<file path="src/rtl/trap_ctrl.sv">
// trap_ctrl: trap sequencer that drains the pipeline, strobes the CSR save and redirects fetch on exceptions, interrupts and mret.
module trap_ctrl #(
  parameter logic [31:0] MTVEC_ADDR   = 32'h0000_0100,
  parameter int          FLUSH_CYCLES = 2
) (
  input  logic        clk,
  input  logic        rst_n,
  input  logic        instr_valid_i,
  input  logic [31:0] pc_i,
  input  logic        illegal_i,
  input  logic        ecall_i,
  input  logic        mret_i,
  input  logic        irq_i,
  input  logic        mie_i,
  input  logic [31:0] epc_i,
  output logic        save_epc_o,
  output logic [31:0] epc_pc_o,
  output logic [31:0] mcause_o,
  output logic        mcause_we_o,
  output logic        mret_o,
  output logic        stall_o,
  output logic        flush_o,
  output logic        redirect_o,
  output logic [31:0] redirect_pc_o
);
  localparam int CW = $clog2(FLUSH_CYCLES + 1);
  localparam logic [CW-1:0] CNT_LAST = CW'(FLUSH_CYCLES - 1);
  typedef enum logic [2:0] {IDLE, DRAIN, SAVE, REDIRECT, MRET} state_t;
  state_t state, nxt;
  logic [CW-1:0] cnt;
  logic take_trap;
  logic [31:0] cause;
  assign take_trap = instr_valid_i & (illegal_i | ecall_i | (irq_i & mie_i));
  assign cause = illegal_i ? 32'h0000_0002 : ecall_i ? 32'h0000_000B : 32'h8000_000B;
  always_comb begin
    nxt = IDLE;
    case (state)
      IDLE:    nxt = take_trap ? DRAIN : (instr_valid_i & mret_i) ? MRET : IDLE;
      DRAIN:   nxt = (cnt == CNT_LAST) ? SAVE : DRAIN;
      SAVE:    nxt = REDIRECT;
      default: nxt = IDLE;
    endcase
  end
  // Outputs are registered from the next state so they line up with the state they describe.
  always_ff @(posedge clk or negedge rst_n) begin
    if (!rst_n) begin
      state       <= IDLE;
      cnt         <= '0;
      epc_pc_o    <= '0;
      mcause_o    <= '0;
      stall_o     <= 1'b0;
      flush_o     <= 1'b0;
      save_epc_o  <= 1'b0;
      mcause_we_o <= 1'b0;
      redirect_o  <= 1'b0;
      mret_o      <= 1'b0;
    end else begin
      state       <= nxt;
      cnt         <= (state == DRAIN) ? cnt + 1'b1 : '0;
      if (state == IDLE && take_trap) begin
        epc_pc_o <= pc_i;
        mcause_o <= cause;
      end
      stall_o     <= nxt inside {DRAIN, SAVE};
      flush_o     <= nxt inside {DRAIN, MRET};
      save_epc_o  <= nxt == SAVE;
      mcause_we_o <= nxt == SAVE;
      redirect_o  <= nxt inside {REDIRECT, MRET};
      mret_o      <= nxt == MRET;
    end
  end
  // mepc is taken live from the CSR during the MRET cycle.
  assign redirect_pc_o = mret_o ? epc_i : redirect_o ? MTVEC_ADDR : '0;
endmodule

</file>
<file path="config.mk">
export PLATFORM = sky130hd
export DESIGN_NAME = trap_ctrl
export DESIGN_NICKNAME = d
export VERILOG_FILES = /design/src/rtl/trap_ctrl.sv
export SDC_FILE = /design/constraint.sdc
export NUM_CORES = 1
export LEC_CHECK = 0
export CAP_MARGIN = 20
export CORE_ASPECT_RATIO = 1.5
export CORE_MARGIN = 4
export CORE_UTILIZATION = 36
export DETAILED_ROUTE_END_ITERATION = 8
export PLACE_DENSITY = 0.86
export REMOVE_ABC_BUFFERS = 1
export SLEW_MARGIN = 20
export SYNTH_ARGS = -nofsm -noshare
export SYNTH_HDL_FRONTEND = slang
export SYNTH_SLANG_ARGS = --single-unit
</file>
<file path="constraint.sdc">
create_clock -name clk -period 3 [get_ports clk]
set_input_delay 0.9 -clock clk [delete_from_list [all_inputs] [get_ports clk]]
set_output_delay 0.9 -clock clk [all_outputs]
set_load 0.02 [all_outputs]
</file>
==> results list, run 1 <==
- The flow ran to the end, and the final reports show no timing, DRC or antenna violations.
* Max Transition Viols Final: 0
- The net count of the finished layout is 396.
* Full die area: 7635 um2
- For the worst-skew pair, the clock arrives at the later sink with an insertion delay of 0.30 ns.
* Most frequent cell on the critical path: sky130_fd_sc_hd__clkdlybuf4s50_1
- Per-cell via count in the routed design: 4.535
- The H-tree generated during clock tree synthesis spans 2 levels.
- Number of setup violations in the final report: 0
- Number of antenna violations at the first check in global routing: 0
- Most used cells in the layout excluding fill and tap cells: sky130_fd_sc_hd__clkdlybuf4s50_1 (120), sky130_fd_sc_hd__dfrtp_1 (45), sky130_fd_sc_hd__and2_1 (31)
- For this design, the slowest cell found on the critical path is sky130_fd_sc_hd__clkdlybuf4s50_1.
* Critical path cell sequence: clkdlybuf4s50_1 > and2_1 > clkdlybuf4s50_1
- Input and output buffers added on the ports amount to 145.
- Counting both buffers and inverters, the worst setup path holds a total of 2.
- Clock Pin Slew Worst Setup and Hold Paths: 0.09 ns
* Final Non-Filler Cells: 398
- Delay-heaviest family, CP: buffers and inverters
* Critical Path Start Type: input port
* Proportion of synthesized chip area in sequential cells: 49.83%
- TritonCTS built the clock tree.
- The number of global-route vias before repair is 1802.
- Site row count: 35
- Total DRC errors in the routed layout: 0
- Yosys attributes the largest share of cell area to sky130_fd_sc_hd__dfrtp_1 (50%), sky130_fd_sc_hd__mux2_4 (17%), sky130_fd_sc_hd__buf_4 (10%).
- The tightest min-delay check is of the flip-flop to flip-flop type.
- Synthesis handed over a netlist of 177 instances.
- Mean area per synthesized cell: ~13 um2
- Before CTS, the worst setup slack after placement is -0.02650 ns.
* Total detailed-routing wirelength: 6.370 mm
- The final-report hold violation count was 0.
- Cells with a size suffix above 1 make up 17.59% of the layout.
- Total power for the finished layout comes to between 3 and 4 mW.
- Fraction of the cycle the final worst path needs: 99.08%
- CTS saw 45 sinks.
* Number of distinct standard cells referenced by the synthesized netlist: 26
* Number of setup buffers added after CTS: 0
* Hold depth: 1
- Data on the critical path is required at its endpoint by 2.10 ns.
* Worst-case headroom to the max-slew limit: 63.26%
- Setup repair after global routing left no endpoint under its margin.
- At the pin with the least slew margin, the transition time is 0.5511 ns.
- The synthesized design spends more area on one cell type than any other, namely sky130_fd_sc_hd__dfrtp_1.
* Placed insts: 390
- Measured along the y axis, the die boundary spans 105.0 um.
* Maximum clock path buffer count: 2
- Max-cap violations: 0
* I/O pins: 174
* Initial core utilization: 36.86%
* Layout filler cell count: 509
* Power density over cell area: roughly 850 nW/um2
- Core Region: 6131 um2
* Depth of the worst register-to-register path: 4
* Hold buffer count at cts: 0
- Wirelength per Cell: 16.01 um
- Number of routed nets with antenna violations: 0
* Largest net degree at the start of global routing: 33
- Via Count: 1805
* HPWL Detailed: 5.133 mm
- Crit path time final: about 3 ns
- Global routing consumed, over all layers together, 16.24% of the routing resources.
- Global routing finished with a remaining overflow of 0.
- Clock skew after layout: 0.01194 ns
* Maximum clock rate: approximately 340 MHz
- The worst-case IR drop observed on VDD is just under 700 uV.
* Category of the worst setup path capture point: output pin
- Summing every instance area after synthesis gives 2260 um2.
- From left edge to right edge, the die measures 72.69 um.
- In this run the worst path has a maximum fanout of 1.
* Leak Pwr: between 1.5 and 2 nW
- The first global-routing pass estimated about 9.5 mm of wire.
* Highest cell delay on the worst timing path: 0.60 ns
* Arrival time at the worst endpoint: 2.07 ns
* Area grow syn2layout: 68.27%
- Detailed Route Iter0 Violations: 56
- Yosys printed 0 warnings.
- The first detailed-routing pass took 4 iterations.
* Antenna Cells: 0
* Final estimated routing congestion in global placement: between 0.8 and 0.9
- Root buffer cell: sky130_fd_sc_hd__clkbuf_8
- Number of storage elements in the synthesis netlist: 45
* Type of the setup path with the least slack: input port to output pin
* Setup ws final: 0.02758 ns
- Number of cells on the critical path: 3
* Commonest non-fill, non-tap cell in the layout: sky130_fd_sc_hd__clkdlybuf4s50_1
- The share of synthesized area in the top cell type comes to between 40% and 50%.
- Buffers inserted during clock tree synthesis total 5.
-- per-stage QoR --
step | hold slack [ns] | util (%) | area, um2 | setup TNS, ns
after floorplan | 0.4099 | - | 2079 | 0
after global placement | 0.4198 | 59.35 | 3638 | -0.04023
after detailed placement | 0.4413 | 59.35 | 3638 | -0.02860
after CTS | 0.4538 | 61.53 | 3772 | 0
after global routing | 0.4730 | 62.02 | 3802 | 0
final | 0.4451 | 62.02 | 3802 | 0
-- layout make-up --
| type | count | area (um2) | area share (%) |
|---|---|---|---|
| multi-input cells | 121 | 949.7 | 24.98 |
| clock buffers | 5 | 68.82 | 1.810 |
| clock inverters | 3 | 68.82 | 1.810 |
| inverters | 1 | 3.754 | 0.09872 |
| repair buffers | 149 | 1493 | 39.26 |
| well taps | 74 | 92.59 | 2.435 |
| flip-flops and latches | 45 | 1126 | 29.61 |
-- repair_timing --
action	in CTS	in global routing
setup endpoints to repair	3	12
hold endpoints to repair	0	0
resized for setup	3	12
pin swaps	0	0
cloned	0	0
-- report_power, final --
group / switching, mW / total [mW] / leakage (nW) / internal [mW]
Combinational: 0.716 / 1.64 / 1.36 / 0.927
Clock: 0.210 / 0.546 / 0.0687 / 0.335
Sequential: 0.162 / 1.05 / 0.541 / 0.887
-- Yosys cell counts --
master,instances
sky130_fd_sc_hd__dfrtp_1,45
sky130_fd_sc_hd__and2_1,31
sky130_fd_sc_hd__buf_4,30
sky130_fd_sc_hd__mux2_4,26
sky130_fd_sc_hd__mux2_2,7
sky130_fd_sc_hd__nor2_1,6
sky130_fd_sc_hd__buf_6,4
sky130_fd_sc_hd__clkbuf_1,3
sky130_fd_sc_hd__nand2_1,3
sky130_fd_sc_hd__o21ai_0,3
sky130_fd_sc_hd__a211oi_1,2
sky130_fd_sc_hd__nand2b_1,2
sky130_fd_sc_hd__nor3_1,2
sky130_fd_sc_hd__a211o_1,1
sky130_fd_sc_hd__a21oi_1,1
sky130_fd_sc_hd__a31oi_1,1
sky130_fd_sc_hd__and3_1,1
sky130_fd_sc_hd__conb_1,1
sky130_fd_sc_hd__ha_1,1
sky130_fd_sc_hd__inv_1,1
sky130_fd_sc_hd__nand2b_4,1
sky130_fd_sc_hd__nand3b_1,1
sky130_fd_sc_hd__o21a_1,1
sky130_fd_sc_hd__o22ai_1,1
sky130_fd_sc_hd__o31ai_1,1
sky130_fd_sc_hd__or4b_4,1
-- final timing paths --
| check | startpoint | endpoint | slack, ns |
|---|---|---|---|
| max reg2reg | state[0]$_DFF_PN0_ | epc_pc_o[21]$_DFFE_PN0P_ | 1.09 |
| min in group asynchronous | rst_n | epc_pc_o[0]$_DFFE_PN0P_ | 0.58 |
| max | epc_i[27] | redirect_pc_o[27] | 0.03 |
| min reg2reg | cnt[0]$_DFF_PN0_ | cnt[0]$_DFF_PN0_ | 0.45 |
| max in group asynchronous | rst_n | state[1]$_DFF_PN0_ | 1.72 |
| min | cnt[0]$_DFF_PN0_ | cnt[0]$_DFF_PN0_ | 0.45 |
-- state kept, by name (all words and copies together), names as in the netlist --
name         flops
cnt              2
flush_o          1
redirect_o       1
epc_pc_o        32
state            3
mcause_o         3
stall_o          1
mcause_we_o      1
mret_o           1
-- metal layers --
metal	track usage (%)	share of wire, %
met4	3.562	0.82
met1	17.42	35
met5	0	0
met3	12.22	20
met2	25.32	44
-- worst reg2reg max path: stages, from the launching register on --
cell and delay [ns]:
sky130_fd_sc_hd__dfrtp_1 0.46, sky130_fd_sc_hd__or4b_4 0.61, sky130_fd_sc_hd__nand2b_4 0.20, sky130_fd_sc_hd__buf_12 0.19
sky130_fd_sc_hd__mux2_4 0.34
-- cell families after synthesis --
family	after synthesis	synth area share [%]
other	1	0.1660
buffers and inverters	38	12.62
adder cells (fa/ha/maj)	1	0.5536
AND/OR/NAND/NOR	48	12.90
multiplexers	33	20.76
AO/OA/AOI/OAI	11	3.156
flip-flops	45	49.83
Note: power is estimated with default switching activity, not from simulation.
==> run 2, diff against run 1 <==
--- a/config.mk
+++ b/config.mk
@@ -9,6 +9,7 @@
 export CORE_ASPECT_RATIO = 1.5
 export CORE_MARGIN = 4
 export CORE_UTILIZATION = 36
+export CTS_CLUSTER_SIZE = 24
 export DETAILED_ROUTE_END_ITERATION = 8
 export PLACE_DENSITY = 0.86
 export REMOVE_ABC_BUFFERS = 1
==> results of run 2 <==
The final DEF is identical to that of run 1; final timing and power are the same.
==> run 3, diff against run 2 <==
--- a/config.mk
+++ b/config.mk
@@ -7,7 +7,6 @@
 export LEC_CHECK = 0
 export CAP_MARGIN = 20
 export CORE_ASPECT_RATIO = 1.5
-export CORE_MARGIN = 4
 export CORE_UTILIZATION = 36
 export CTS_CLUSTER_SIZE = 24
 export DETAILED_ROUTE_END_ITERATION = 8
==> run 3 against run 2 <==
  * Clock skew decreased by 0.0055 ns
  * Clock-buffer cell count unchanged
  * First-iteration DRC count decreased by 32%
  * Global-route usage up 2.9 points
  * Flip-flop and latch count stayed put
==> results list, run 3 (synthesis results as in run 1) <==
- The initial antenna violation count came to 0 (unchanged).
- Antenna Cells: 0 (unchanged)
* Number of setup violations in the final report: 0 (unchanged)
- Worst-case headroom to the max-slew limit: 62.97% (-0.29 points)
- The critical path data required time came to 2.10 ns (about the same).
- Number of buffer and inverter instances along the worst setup path: 2 (unchanged)
- Number of buffers added by the clock tree synthesis step: 5 (unchanged)
* Final estimated routing congestion in global placement: 0.8421 (+4.1%)
- The number of top-level pins came to 174 (unchanged).
- Largest reg by FF count: epc_pc_o
* Most frequent cell on the critical path: sky130_fd_sc_hd__clkdlybuf4s50_1
- HPWL Detailed: 4.916 mm (-4.2%)
- The width of the chip came to 66.69 um (-8.3%).
- The number of global-route vias before repair is 1722 (-4.4%).
- The total DRC errors in the routed layout came to 0 (unchanged).
* Maximum clock rate: 336.1 MHz (-0.10%)
- Clock network latency to the later pin of the worst-skew pair: 0.29 ns (about the same)
* Clock sink total: 45 (unchanged)
* Leak Pwr: 1.896 nW (-3.5%)
- Outcome: finished clean
- The count of cell instances traversed by the critical path is 3 (unchanged).
- Worst Max-Slew Pin Slew: 0.5555 ns (+0.004364 ns)
- The maximum clock path buffer count came to 2 (unchanged).
- Fraction of the cycle the final worst path needs: 99.18% (+0.10 points)
* Max stage delay cell, worst path: sky130_fd_sc_hd__clkdlybuf4s50_1
- The largest incremental delay on the critical path came to 0.61 ns (about the same).
- The number of port buffers was 145 (unchanged).
- Setup repair after global routing left no endpoint under its margin.
- The worst reg-to-reg path cell count was 4 (unchanged).
- The post-route antenna net violation count was 0 (unchanged).
* Via Count: 1766 (-2.2%)
- Critical Path Start Type: input port
* Worst vdd rail ir drop: 490.9 uV (-29%)
- Initial core utilization: 37.12% (+0.27 points)
- Leaving out fill and tap cells, the most frequent cells in the layout are sky130_fd_sc_hd__clkdlybuf4s50_1 (119), sky130_fd_sc_hd__dfrtp_1 (45), sky130_fd_sc_hd__and2_1 (31).
- 1st-pass router iterations: 5 (+1)
- The path with the worst hold slack has its endpoint at cnt[0]$_DFF_PN0_.
- The H-tree depth is 2 (unchanged).
- The number of placement rows was 35 (unchanged).
- The total power per unit cell area came to 820.3 nW/um2 (-3.6%).
- The cell family contributing the most delay on the critical path is buffers and inverters.
* Max-cap violations: 0 (unchanged)
- The flip-flop count of the largest register, all copies and words added was 32 (unchanged).
- The final-report hold violation count was 0 (unchanged).
- Largest net degree at the start of global routing: 46 (+39%)
- Clock tree synthesis selected as its root buffer the cell sky130_fd_sc_hd__clkbuf_8.
- The average vias per placed instance came to 4.448 (-1.9%).
* Crit path time final: 2.976 ns (+0.003105 ns)
- First-pass GRT wire length: 9.287 mm (-2.7%)
* Worst hold path startpoint: cnt[0]$_DFF_PN0_
- The min-delay analysis places its worst path in the category flip-flop to flip-flop.
- Final Non-Filler Cells: 397 (-0.25%)
* Post-route worst hold slack: 0.4501 ns (+0.004981 ns)
- TritonCTS built the clock tree.
- Post-layout total power: 3.054 mW (-5.7%)
- Start of the worst register-to-register path: state[0]$_DFF_PN0_
- The clock skew came to 0.006483 ns (-0.005456 ns).
- The total die area was 6604 um2 (-13%).
- Hold depth: 1 (unchanged)
- Reg2reg end: epc_pc_o[16]$_DFFE_PN0P_
- Largest registers: epc_pc_o: 32 flops, mcause_o: 3 flops, state: 3 flops
- The fraction of final layout cells with drive strength greater than 1 is 17.03% (-0.56 points).
- STA classifies the critical path endpoint as an output pin.
- The core area is 6087 um2 (-0.71%).
- The final wirelength was 6.279 mm (-1.4%).
* Clock Pin Slew Worst Setup and Hold Paths: 0.08 ns (about the same)
- The wire length per cell was 15.82 um (-1.2%).
- The biggest fanout along the worst timing path came to 1 (unchanged).
- The critical path is of the input port to output pin type.
* Area grow syn2layout: 64.73%
* Detailed Route Iter0 Violations: 38 (-32%)
* Arrival time at the worst endpoint: 2.08 ns (about the same)
* Final-stage net count: 395 (-0.25%)
- Commonest non-fill, non-tap cell in the layout: sky130_fd_sc_hd__clkdlybuf4s50_1
- The number of max-slew violations in the final report was 0 (unchanged).
- Total Routing Usage GR: 19.17% (+2.9 points)
* Placed insts: 389 (-0.26%)
* Critical path cell sequence: clkdlybuf4s50_1 > and2_1 > clkdlybuf4s50_1
- The vertical extent of the die is 99.03 um (-5.7%).
- The setup slack of the most critical reg-to-reg path is 1.07 ns (-0.02 ns).
- The total global routing overflow was 0 (unchanged).
[run 3: worst register-to-register path: stages, from the launching register on]
cell and delay (ns):
sky130_fd_sc_hd__dfrtp_1 0.47, sky130_fd_sc_hd__or4b_4 0.61, sky130_fd_sc_hd__nand2b_4 0.16, sky130_fd_sc_hd__buf_4 0.23, sky130_fd_sc_hd__mux2_4 0.35
[run 3: metrics by stage]
stage	area [um2]	setup TNS, ns	setup WS (ns)	util (%)
after floorplan	2079	0	0.7357	-
after global placement	3621	-0.3456	-0.1645	59.49
after detailed placement	3621	-0.2547	-0.1215	59.49
after CTS	3697	0	0.007950	60.74
after global routing	3722	0	0.001916	61.15
final	3722	0	0.02447	61.15
[run 3: how the worst max path moves through the flow]
| stage | startpoint | to | slack, ns |
|---|---|---|---|
| after floorplan | instr_valid_i | epc_pc_o[0]$_DFFE_PN0P_ | 0.74 |
| after global placement | epc_i[14] | redirect_pc_o[14] | -0.16 |
| after detailed placement | epc_i[14] | redirect_pc_o[14] | -0.12 |
| after CTS | epc_i[31] | redirect_pc_o[31] | 0.008 |
| after global routing | epc_i[20] | redirect_pc_o[20] | 0.002 |
| final | epc_i[20] | redirect_pc_o[20] | 0.02 |
[run 3: layer usage]
metal  up-vias  part of all wire (%)  GRT usage (%)
met5         -                     0              0
met2       129                    48          30.92
li1        812                     -              -
met3         4                    17          11.92
met4         0                  0.86          5.074
met1       821                    35          20.70
[run 3: cell type report]
type,instances,area (um2)
multi-input cells,121,949.7
fillers,508,2365
well taps,74,92.59
inverters,1,3.754
clock buffers,5,68.82
repair buffers,148,1464
flip-flops and latches,45,1126
clock inverters,3,17.52
[run 3: report_power, final]
part	leakage [nW]	switching, mW	internal (mW)	total [mW]
sequential	0.541	0.174	0.887	1.06
clock	0.0439	0.205	0.161	0.366
combinational	1.31	0.705	0.921	1.63
[run 3: timing repair]
action / 4_1_cts / 5_1_grt
resized for setup: 8 / 9
pin swaps: 0 / 0
setup buffers: 0 / 0
setup endpoints to repair: 8 / 9
hold buffers: 0 / 0
